<file path="src/rtl/inst_fetch_pkg.sv">
// Shared types and constants for the instruction fetch unit.
package inst_fetch_pkg;

  localparam int unsigned IW         = 8;
  localparam int unsigned DEFAULT_AW = 8;

  typedef enum logic [1:0] {
    IDLE = 2'd0,
    REQ  = 2'd1,
    HOLD = 2'd2
  } fetch_state_e;

endpackage

</file>
<file path="src/rtl/inst_fetch_if.sv">
// Memory-side and decoder-side signals of the fetch unit.
interface inst_fetch_if
  import inst_fetch_pkg::*;
#(
  parameter int unsigned AW = DEFAULT_AW
);

  logic [AW-1:0] imem_addr;
  logic          imem_req;
  logic          imem_ack;
  logic [IW-1:0] imem_data;
  logic [IW-1:0] ir;
  logic          ir_valid;
  logic          ir_ready;
  logic [AW-1:0] pc;

  modport master (
    output imem_addr,
    output imem_req,
    input  imem_ack,
    input  imem_data,
    output ir,
    output ir_valid,
    input  ir_ready,
    output pc
  );

  modport slave (
    input  imem_addr,
    input  imem_req,
    output imem_ack,
    output imem_data,
    input  ir,
    input  ir_valid,
    output ir_ready,
    input  pc
  );

endinterface

</file>
<file path="src/rtl/inst_fetch_program_counter.sv">
// Fetch address counter: load beats increment, wraps modulo 2^AW.
module program_counter #(
  parameter int unsigned   AW       = 8,
  parameter logic [AW-1:0] RESET_PC = '0
) (
  input  logic          clk,
  input  logic          clr,
  input  logic          load_i,
  input  logic [AW-1:0] load_addr_i,
  input  logic          inc_i,
  output logic [AW-1:0] fetch_pc_o
);

  logic [AW-1:0] fetch_pc_q;
  logic [AW-1:0] fetch_pc_d;

  always_comb begin
    fetch_pc_d = fetch_pc_q;
    if (load_i) begin
      fetch_pc_d = load_addr_i;
    end else if (inc_i) begin
      fetch_pc_d = fetch_pc_q + AW'(1);
    end
  end

  always_ff @(posedge clk) begin
    if (clr) begin
      fetch_pc_q <= RESET_PC;
    end else begin
      fetch_pc_q <= fetch_pc_d;
    end
  end

  assign fetch_pc_o = fetch_pc_q;

endmodule

</file>
<file path="src/rtl/inst_fetch.sv">
// Single-outstanding instruction fetch: request a byte, hold it in ir until
// the decoder takes it; redirects reload the fetch address and kill stale data.
module inst_fetch
  import inst_fetch_pkg::*;
#(
  parameter int unsigned   AW       = DEFAULT_AW,
  parameter logic [AW-1:0] RESET_PC = '0
) (
  input  logic          clk,
  input  logic          clr,
  input  logic          run,
  input  logic          redirect,
  input  logic [AW-1:0] redirect_addr,
  inst_fetch_if.master  bus
);

  fetch_state_e  state_q, state_d;
  logic          kill_q, kill_d;
  logic [IW-1:0] ir_q, ir_d;
  logic [AW-1:0] pc_q, pc_d;
  logic          ir_valid_q;
  logic          imem_req_q;
  logic          pc_inc;
  logic [AW-1:0] fetch_pc;

  program_counter #(
    .AW       (AW),
    .RESET_PC (RESET_PC)
  ) u_program_counter (
    .clk         (clk),
    .clr         (clr),
    .load_i      (redirect),
    .load_addr_i (redirect_addr),
    .inc_i       (pc_inc),
    .fetch_pc_o  (fetch_pc)
  );

  // Next-state and datapath update
  always_comb begin
    state_d = state_q;
    kill_d  = kill_q;
    ir_d    = ir_q;
    pc_d    = pc_q;
    pc_inc  = 1'b0;
    unique case (state_q)
      IDLE: begin
        if (run) state_d = REQ;
      end
      REQ: begin
        if (bus.imem_ack) begin
          kill_d = 1'b0;
          // A redirect seen during this request (or on the ack itself) makes the data stale.
          if (kill_q || redirect) begin
            state_d = run ? REQ : IDLE;
          end else begin
            ir_d    = bus.imem_data;
            pc_d    = fetch_pc;
            pc_inc  = 1'b1;
            state_d = HOLD;
          end
        end else if (redirect) begin
          kill_d = 1'b1;
        end
      end
      HOLD: begin
        if (redirect || bus.ir_ready) state_d = run ? REQ : IDLE;
      end
      default: state_d = IDLE;
    endcase
  end

  // Outputs are registered from the next state so they align with state_q.
  always_ff @(posedge clk) begin
    if (clr) begin
      state_q    <= IDLE;
      kill_q     <= 1'b0;
      ir_q       <= '0;
      pc_q       <= RESET_PC;
      ir_valid_q <= 1'b0;
      imem_req_q <= 1'b0;
    end else begin
      state_q    <= state_d;
      kill_q     <= kill_d;
      ir_q       <= ir_d;
      pc_q       <= pc_d;
      ir_valid_q <= (state_d == HOLD);
      imem_req_q <= (state_d == REQ);
    end
  end

  assign bus.imem_addr = fetch_pc;
  assign bus.imem_req  = imem_req_q;
  assign bus.ir        = ir_q;
  assign bus.ir_valid  = ir_valid_q;
  assign bus.pc        = pc_q;

endmodule

</file>
<file path="src/flat_wrapper.sv">
// flat-port wrapper written by rule: the top's interface ports become plain ports
module inst_fetch_flat import inst_fetch_pkg::*;
#(
  parameter int unsigned   AW       = DEFAULT_AW,
  parameter logic [AW-1:0] RESET_PC = '0
)
  (clk, clr, run, redirect, redirect_addr, bus_imem_addr, bus_imem_req, bus_imem_ack, bus_imem_data, bus_ir, bus_ir_valid, bus_ir_ready, bus_pc);
  inst_fetch_if #(.AW(AW)) bus_i ();
  input  logic clk;
  input  logic clr;
  input  logic run;
  input  logic redirect;
  input  logic [AW-1:0] redirect_addr;
  output wire logic [$bits(bus_i.imem_addr)-1:0] bus_imem_addr;
  output wire logic [$bits(bus_i.imem_req)-1:0] bus_imem_req;
  input wire logic [$bits(bus_i.imem_ack)-1:0] bus_imem_ack;
  input wire logic [$bits(bus_i.imem_data)-1:0] bus_imem_data;
  output wire logic [$bits(bus_i.ir)-1:0] bus_ir;
  output wire logic [$bits(bus_i.ir_valid)-1:0] bus_ir_valid;
  input wire logic [$bits(bus_i.ir_ready)-1:0] bus_ir_ready;
  output wire logic [$bits(bus_i.pc)-1:0] bus_pc;
  assign bus_imem_addr = bus_i.imem_addr;
  assign bus_imem_req = bus_i.imem_req;
  assign bus_i.imem_ack = bus_imem_ack;
  assign bus_i.imem_data = bus_imem_data;
  assign bus_ir = bus_i.ir;
  assign bus_ir_valid = bus_i.ir_valid;
  assign bus_i.ir_ready = bus_ir_ready;
  assign bus_pc = bus_i.pc;
  inst_fetch #(.AW(AW), .RESET_PC(RESET_PC)) u_core (.clk(clk), .clr(clr), .run(run), .redirect(redirect), .redirect_addr(redirect_addr), .bus(bus_i));
endmodule
</file>
<file path="config.mk">
export PLATFORM = sky130hd
export DESIGN_NAME = inst_fetch_flat
export DESIGN_NICKNAME = d
export VERILOG_FILES = /design/src/rtl/inst_fetch_pkg.sv /design/src/rtl/inst_fetch_if.sv /design/src/rtl/inst_fetch_program_counter.sv /design/src/rtl/inst_fetch.sv /design/src/flat_wrapper.sv
export SDC_FILE = /design/constraint.sdc
export NUM_CORES = 1
export LEC_CHECK = 0
export CORE_MARGIN = 2
export CORE_UTILIZATION = 42
export CTS_BUF_LIST = sky130_fd_sc_hd__clkbuf_16
export DETAILED_ROUTE_END_ITERATION = 6
export PLACE_DENSITY = 0.78
export SLEW_MARGIN = 20
export SYNTH_ARGS = -nofsm -noshare
export SYNTH_HDL_FRONTEND = slang
export SYNTH_SLANG_ARGS = --single-unit
</file>
<file path="constraint.sdc">
create_clock -name clk -period 1.78 [get_ports clk]
set_input_delay 0.267 -clock clk [delete_from_list [all_inputs] [get_ports clk]]
set_output_delay 0.267 -clock clk [all_outputs]
set_load 0.005 [all_outputs]
</file>
==> impl_metrics.env, run 1 <==
export IMPL_io_pins=48
export IMPL_min_period_over_period=0.8759
export IMPL_p_per_area_nw_per_um2=872.8
export IMPL_groute_usage_overall=0.2018
export IMPL_num_rows=19
export IMPL_p_switching_mw=0.3687
export IMPL_yosys_top_cells_area="dfxtp_1 48%, a21oi_1 9.1%, o21ai_0 7.9%, nand2_1 6.8%, xnor2_1 3.6%"
export IMPL_slew_headroom=0.8079
export IMPL_globalplace_congestion=0.8403
export IMPL_fin_skew_ns=0.004060
export IMPL_dpl_worst_slack_ns=-0.007840
export IMPL_grt_pass1_wl_mm=5.147
export IMPL_grt_overflow_total=0
export IMPL_seqCellArea_um2=580.6
export IMPL_numCtsBuffers=5
export IMPL_yosysWarnings=0
export IMPL_nFillCells=212
export IMPL_worst_slack_ns=0.2209
export IMPL_clockRootBuffer="clkbuf_16"
export IMPL_synth_top_area_cell="dfxtp_1"
export IMPL_p_leak_nw=0.6601
export IMPL_synth_top_area_frac=0.4803
export IMPL_crit_chain="clkdlybuf4s50_1"
export IMPL_peakVddDrop_v=0.001035
export IMPL_rsz0062_at_grt="false"
export IMPL_cp_buffers_inverters=1
export IMPL_insertion_delay_ns=0.27
export IMPL_num_antenna_cells=0
export IMPL_yosysSeqAreaShare=0.4803
export IMPL_cts_resized=0
export IMPL_cts_hold_buf=0
export IMPL_hp_class="flip-flop to flip-flop"
export IMPL_area_growth_pct=58.18
export IMPL_wl_per_cell_um=13.63
export IMPL_grt_pass1_vias=1165
export IMPL_synth_cell_type_count=26
export IMPL_worstSetupStartpointType="flip-flop"
export IMPL_max_freq_mhz=641.4
export IMPL_clock_path_buffers=2
export IMPL_cts_tree="yes"
export IMPL_final_hold_viol_count=0
export IMPL_antenna_found_initial=0
export IMPL_cpLargestDelayFamily="buffers and inverters"
export IMPL_p_int_mw=1.300
export IMPL_drtPass1Iterations=4
export IMPL_syn_num_nets=169
export IMPL_swShare=0.2210
export IMPL_dp_hpwl_mm=2.274
export IMPL_slowest_delay_ns=0.56
export IMPL_synthCells=146
export IMPL_slew_viol_final=0
export IMPL_coreArea_um2=2734
export IMPL_crit_path_end_kind="primary output"
export IMPL_die_w_um=57.65
export IMPL_vias_per_cell=5.315
export IMPL_p_clk_frac=0.457
export IMPL_criticalPathCategory="flip-flop to primary output"
export IMPL_worstPathMaxFanout=7
export IMPL_fin_nets=223
export IMPL_cap_violations=0
export IMPL_tightest_slew_ns=0.2872
export IMPL_post_route_util=0.6993
export IMPL_ys_seq_elements=29
export IMPL_syn_cell_area_um2=1209
export IMPL_drt_iter0_drc=27
export IMPL_crit_arrival_ns=1.29
export IMPL_setup_viol=0
export IMPL_die_h_um=57.65
export IMPL_drcViolationCount=0
export IMPL_ant_nets=0
export IMPL_post_cts_buffers=0
export IMPL_die_area_um2=3323
export IMPL_drive_gt1_frac=0.09453
export IMPL_start_util=0.4421
export IMPL_cp_required_ns=1.51
export IMPL_cts_sinks=29
export IMPL_syn_area_per_cell_um2=8.278
export IMPL_fin_crit_ns=1.559
export IMPL_grt_start_max_net_pins=22
export IMPL_cpMaxStageDelayCell="clkdlybuf4s50_1"
export IMPL_io_buffer_count=47
export IMPL_pwr_share_comb=0.124
export IMPL_htreeDepth=2
export IMPL_multiInputGateArea_um2=573.1
export IMPL_clk_pin_slew_ns=0.05
export IMPL_status="complete, no violations"
export IMPL_p_seq_frac=0.419
export IMPL_wirelength_mm=3.163
export IMPL_dr_total_vias=1233
-- synth_stat cells, drive strengths merged --
| master | number |
|---|---|
| ha | 1 |
| and3b | 1 |
| xnor2 | 5 |
| nand4bb | 1 |
| nand3 | 5 |
| nor2b | 3 |
| o21ai | 19 |
| a21oi | 22 |
| nand3b | 1 |
| clkbuf | 7 |
| nor2 | 7 |
| buf | 3 |
| o21bai | 1 |
| dfxtp | 29 |
| nand2 | 22 |
| nor3 | 5 |
| inv | 3 |
| nand2b | 1 |
| a311oi | 3 |
| o31ai | 1 |
| or3 | 2 |
| a211oi | 3 |
| nand4 | 1 |
-- cell type report --
| class | instances | area share |
|---|---|---|
| sequential | 29 | 0.3037 |
| multi-input combinational | 104 | 0.2997 |
| clock buffer | 5 | 0.06545 |
| tap | 31 | 0.02029 |
| inverter | 3 | 0.005890 |
| timing repair buffer | 57 | 0.2984 |
| clock inverter | 3 | 0.006545 |
-- cell usage in the layout, fill, tap and decap left out, types with 3 or more instances in the layout --
cell and count:
xnor2_1 5, nand3_1 5, clkbuf_16 5, a311oi_1 3
nand2_1 22, o21ai_0 19, clkdlybuf4s50_1 47, a21oi_1 22
dfxtp_1 29, a211oi_1 3, inv_1 3, nor2_1 6
nor3_1 3, nor2b_1 3, buf_4 8
-- cell families after synthesis --
family,count (synthesis),share of synthesized area
XOR/XNOR,5,0.03623
AO/OA/AOI/OAI,49,0.2226
AND/OR/NAND/NOR,49,0.2050
flip-flops,29,0.4803
buffers and inverters,13,0.04555
adder cells (fa/ha/maj),1,0.01035
-- worst register-to-register path: cells and delay by family (launching register included) --
family	cells	cell delay, ns
AND/OR/NAND/NOR	3	0.48
buffers and inverters	2	0.42
flip-flops	1	0.32
AO/OA/AOI/OAI	1	0.13
-- power groups by stage --
stage / clock, mW / sequential, mW / combinational [mW]
2_1_floorplan: 0 / 0.712 / 0.0749
3_5_place_dp: 0 / 0.712 / 0.205
6_report: 0.762 / 0.700 / 0.206
3_3_place_gp: 0 / 0.711 / 0.200
5_1_grt: 0.810 / 0.704 / 0.223
4_1_cts: 0.772 / 0.700 / 0.207
-- metrics by stage --
stage	setup TNS, ns	instances	hold slack [ns]	instance area (µm²)	power, mW
after floorplan	0	146	0.3636	1209	0.7866
after global placement	0	224	0.4604	1774	0.9111
after detailed placement	-0.007840	224	0.4714	1774	0.9167
after CTS	0	232	0.4792	1912	1.679
after global routing	0	232	0.5176	1912	1.736
final	0	232	0.4750	1912	1.669
-- sequential cells by signal, summed over array words and instances, names as in the netlist --
| name | count |
|---|---|
| u_core.u_program_counter.fetch_pc_o | 8 |
| u_core.bus.ir | 8 |
| u_core.kill_q | 1 |
| u_core.bus.imem_req | 1 |
| u_core.state_q | 2 |
| u_core.bus.ir_valid | 1 |
| u_core.bus.pc | 8 |
-- layer usage --
layer,wire (µm),GRT usage,share of wire
met1,1315,0.2401,0.42
met2,1653,0.3555,0.52
met3,178,0.04688,0.056
met4,16,0.06977,0.0051
met5,0,0,0
-- worst paths after layout --
kind	slack, ns	depth (start not counted)	startpoint	to
max	0.22	1	u_core.u_program_counter.fetch_pc_o[2]	bus_imem_addr[2]
min	0.47	2	u_core.bus.ir[6]	u_core.bus.ir[6]
max reg2reg	0.35	6	u_core.state_q[1]	u_core.bus.ir[1]
min reg2reg	0.47	2	u_core.bus.ir[6]	u_core.bus.ir[6]
(Power assumes the default switching activity.)
==> run 2, diff against run 1 <==
--- a/config.mk
+++ b/config.mk
@@ -5,7 +5,7 @@
 export SDC_FILE = /design/constraint.sdc
 export NUM_CORES = 1
 export LEC_CHECK = 0
-export CORE_MARGIN = 2
+export CORE_MARGIN = 1.5
 export CORE_UTILIZATION = 42
 export CTS_BUF_LIST = sky130_fd_sc_hd__clkbuf_16
 export DETAILED_ROUTE_END_ITERATION = 6
==> run 2 against run 1 <==
Clock skew increased by 0.0034 ns. Global-route usage increased by 1.4 points. Final cell count decreased by 0.86%. Non-clock buffer count decreased by 2. Maximum frequency decreased by 3.4%. Register-to-register slack got worse by 0.03 ns. Utilization decreased by 0.96 points. Largest power group unchanged. Highest routed layer unchanged.
==> impl_metrics.env, run 2 (same netlist as run 1, synthesis figures left out) <==
export IMPL_grt_pass1_vias=1147
export IMPL_worst_slack_ns=0.1663
export IMPL_die_w_um=56.65
export IMPL_cap_violations=0
export IMPL_highest_layer="met4"
export IMPL_vias_per_cell=5.348
export IMPL_cp_buffers_inverters=1
export IMPL_htreeDepth=2
export IMPL_drive_gt1_frac=0.09045
export IMPL_dr_total_vias=1230
export IMPL_cts_resized=0
export IMPL_worstPathMaxFanout=7
export IMPL_clock_path_buffers=2
export IMPL_io_pins=48
export IMPL_groute_usage_overall=0.2160
export IMPL_seqCellArea_um2=580.6
export IMPL_slew_viol_final=0
export IMPL_fin_skew_ns=0.007462
export IMPL_p_switching_mw=0.3879
export IMPL_post_route_util=0.6897
export IMPL_hold_depth=2
export IMPL_start_util=0.4421
export IMPL_num_antenna_cells=0
export IMPL_p_clk_frac=0.466
export IMPL_final_common_cell="clkdlybuf4s50_1"
export IMPL_p_seq_frac=0.418
export IMPL_fin_cells=230
export IMPL_rrSetupSlack_ns=0.32
export IMPL_dp_cells=222
export IMPL_coreArea_um2=2734
export IMPL_crit_path_end="bus_imem_addr[0]"
export IMPL_cp_required_ns=1.51
export IMPL_io_buffer_count=47
export IMPL_insertion_delay_ns=0.28
export IMPL_antenna_found_initial=0
export IMPL_peakVddDrop_v=0.0008632
export IMPL_reg2reg_depth=5
export IMPL_r2r_start="u_core.state_q[1]"
export IMPL_worstSetupStartpointType="flip-flop"
export IMPL_cts_hold_buf=0
export IMPL_clockRootBuffer="clkbuf_16"
export IMPL_path_depth=1
export IMPL_die_h_um=56.65
export IMPL_crit_arrival_ns=1.35
export IMPL_globalplace_congestion=0.8016
export IMPL_drt_iter0_drc=31
export IMPL_wirelength_met1_mm=1.421
export IMPL_tightest_slew_ns=0.4019
export IMPL_dp_hpwl_mm=2.258
export IMPL_die_area_um2=3209
export IMPL_crit_path_end_kind="primary output"
export IMPL_cts_sinks=29
export IMPL_stdcell_area_um2=1886
export IMPL_criticalPathCategory="flip-flop to primary output"
export IMPL_setup_tns_ns=0
export IMPL_min_period_over_period=0.9066
export IMPL_power_mw=1.685
export IMPL_cts_tree="yes"
export IMPL_numCtsBuffers=5
export IMPL_status="complete, no violations"
export IMPL_placed_area_um2=1747
export IMPL_area_growth_pct=56.00
export IMPL_grt_overflow_total=0
export IMPL_setup_viol=0
export IMPL_slowest_delay_ns=0.58
export IMPL_cpMaxStageDelayCell="clkdlybuf4s50_1"
export IMPL_p_leak_nw=0.6529
export IMPL_hold_slack_ns=0.4815
export IMPL_pwr_share_comb=0.116
export IMPL_wirelength_mm=3.285
export IMPL_num_rows=19
export IMPL_clk_pin_slew_ns=0.05
export IMPL_critPathLaunch="u_core.u_program_counter.fetch_pc_o[0]"
export IMPL_multiInputGateArea_um2=573.1
export IMPL_fin_nets=221
export IMPL_hp_class="flip-flop to flip-flop"
export IMPL_ant_nets=0
export IMPL_rsz0062_at_grt="false"
export IMPL_drtPass1Iterations=7
export IMPL_grt_start_max_net_pins=31
export IMPL_slew_headroom=0.7318
export IMPL_crit_chain="clkdlybuf4s50_1"
export IMPL_wl_met2_mm=1.646
export IMPL_grt_pass1_wl_mm=5.333
export IMPL_final_hold_viol_count=0
export IMPL_p_per_area_nw_per_um2=893.5
export IMPL_layout_common_cells="47 x clkdlybuf4s50_1, 29 x dfxtp_1, 22 x nand2_1, 22 x a21oi_1, 19 x o21ai_0"
export IMPL_p_int_mw=1.297
export IMPL_swShare=0.2302
export IMPL_reg2reg_to="u_core.u_program_counter.fetch_pc_o[5]"
export IMPL_dr_wl_met3_um=199
export IMPL_post_cts_buffers=0
export IMPL_nFillCells=231
export IMPL_dpl_worst_slack_ns=-0.01701
export IMPL_cpLargestDelayFamily="buffers and inverters"
export IMPL_drcViolationCount=0
export IMPL_wl_per_cell_um=14.28
export IMPL_fin_crit_ns=1.614
export IMPL_max_freq_mhz=619.7
run 2: changes by cell type in the layout (fill, tap and decap cells not counted):
cell	change
buf_12	-1
buf_4	-1
clkinv_1	-2
clkinv_2	+1
inv_1	+1
run 2: power groups by stage:
stage	Sequential (mW)	Combinational (mW)	Clock, mW
floorplan	0.712	0.0749	0
CTS	0.704	0.196	0.800
finish	0.705	0.195	0.785
detailed placement	0.716	0.193	0
global placement	0.716	0.189	0
global route	0.708	0.211	0.826
run 2: cell type report:
class	instances	share of cell area
clock buffers	5	0.06636
repair buffers	55	0.2880
inverters	3	0.005972
clock inverters	3	0.007299
well taps	31	0.02057
multi-input cells	104	0.3039
flip-flops and latches	29	0.3079
run 2: worst min-delay path by stage:
| stage | from | to |
|---|---|---|
| final | u_core.bus.ir[2] | u_core.bus.ir[2] |
| after global placement | u_core.bus.ir[7] | u_core.bus.ir[7] |
| after global routing | u_core.bus.ir[0] | u_core.bus.ir[0] |
| after floorplan | bus_imem_ack | u_core.kill_q |
| after detailed placement | u_core.bus.ir[4] | u_core.bus.ir[4] |
| after CTS | u_core.bus.ir[2] | u_core.bus.ir[2] |
run 2: routing by layer:
metal,vias to the layer above,global-route usage
met5,-,0
met4,0,0.06122
met3,2,0.07373
met2,41,0.3605
met1,572,0.2626
li1,615,-
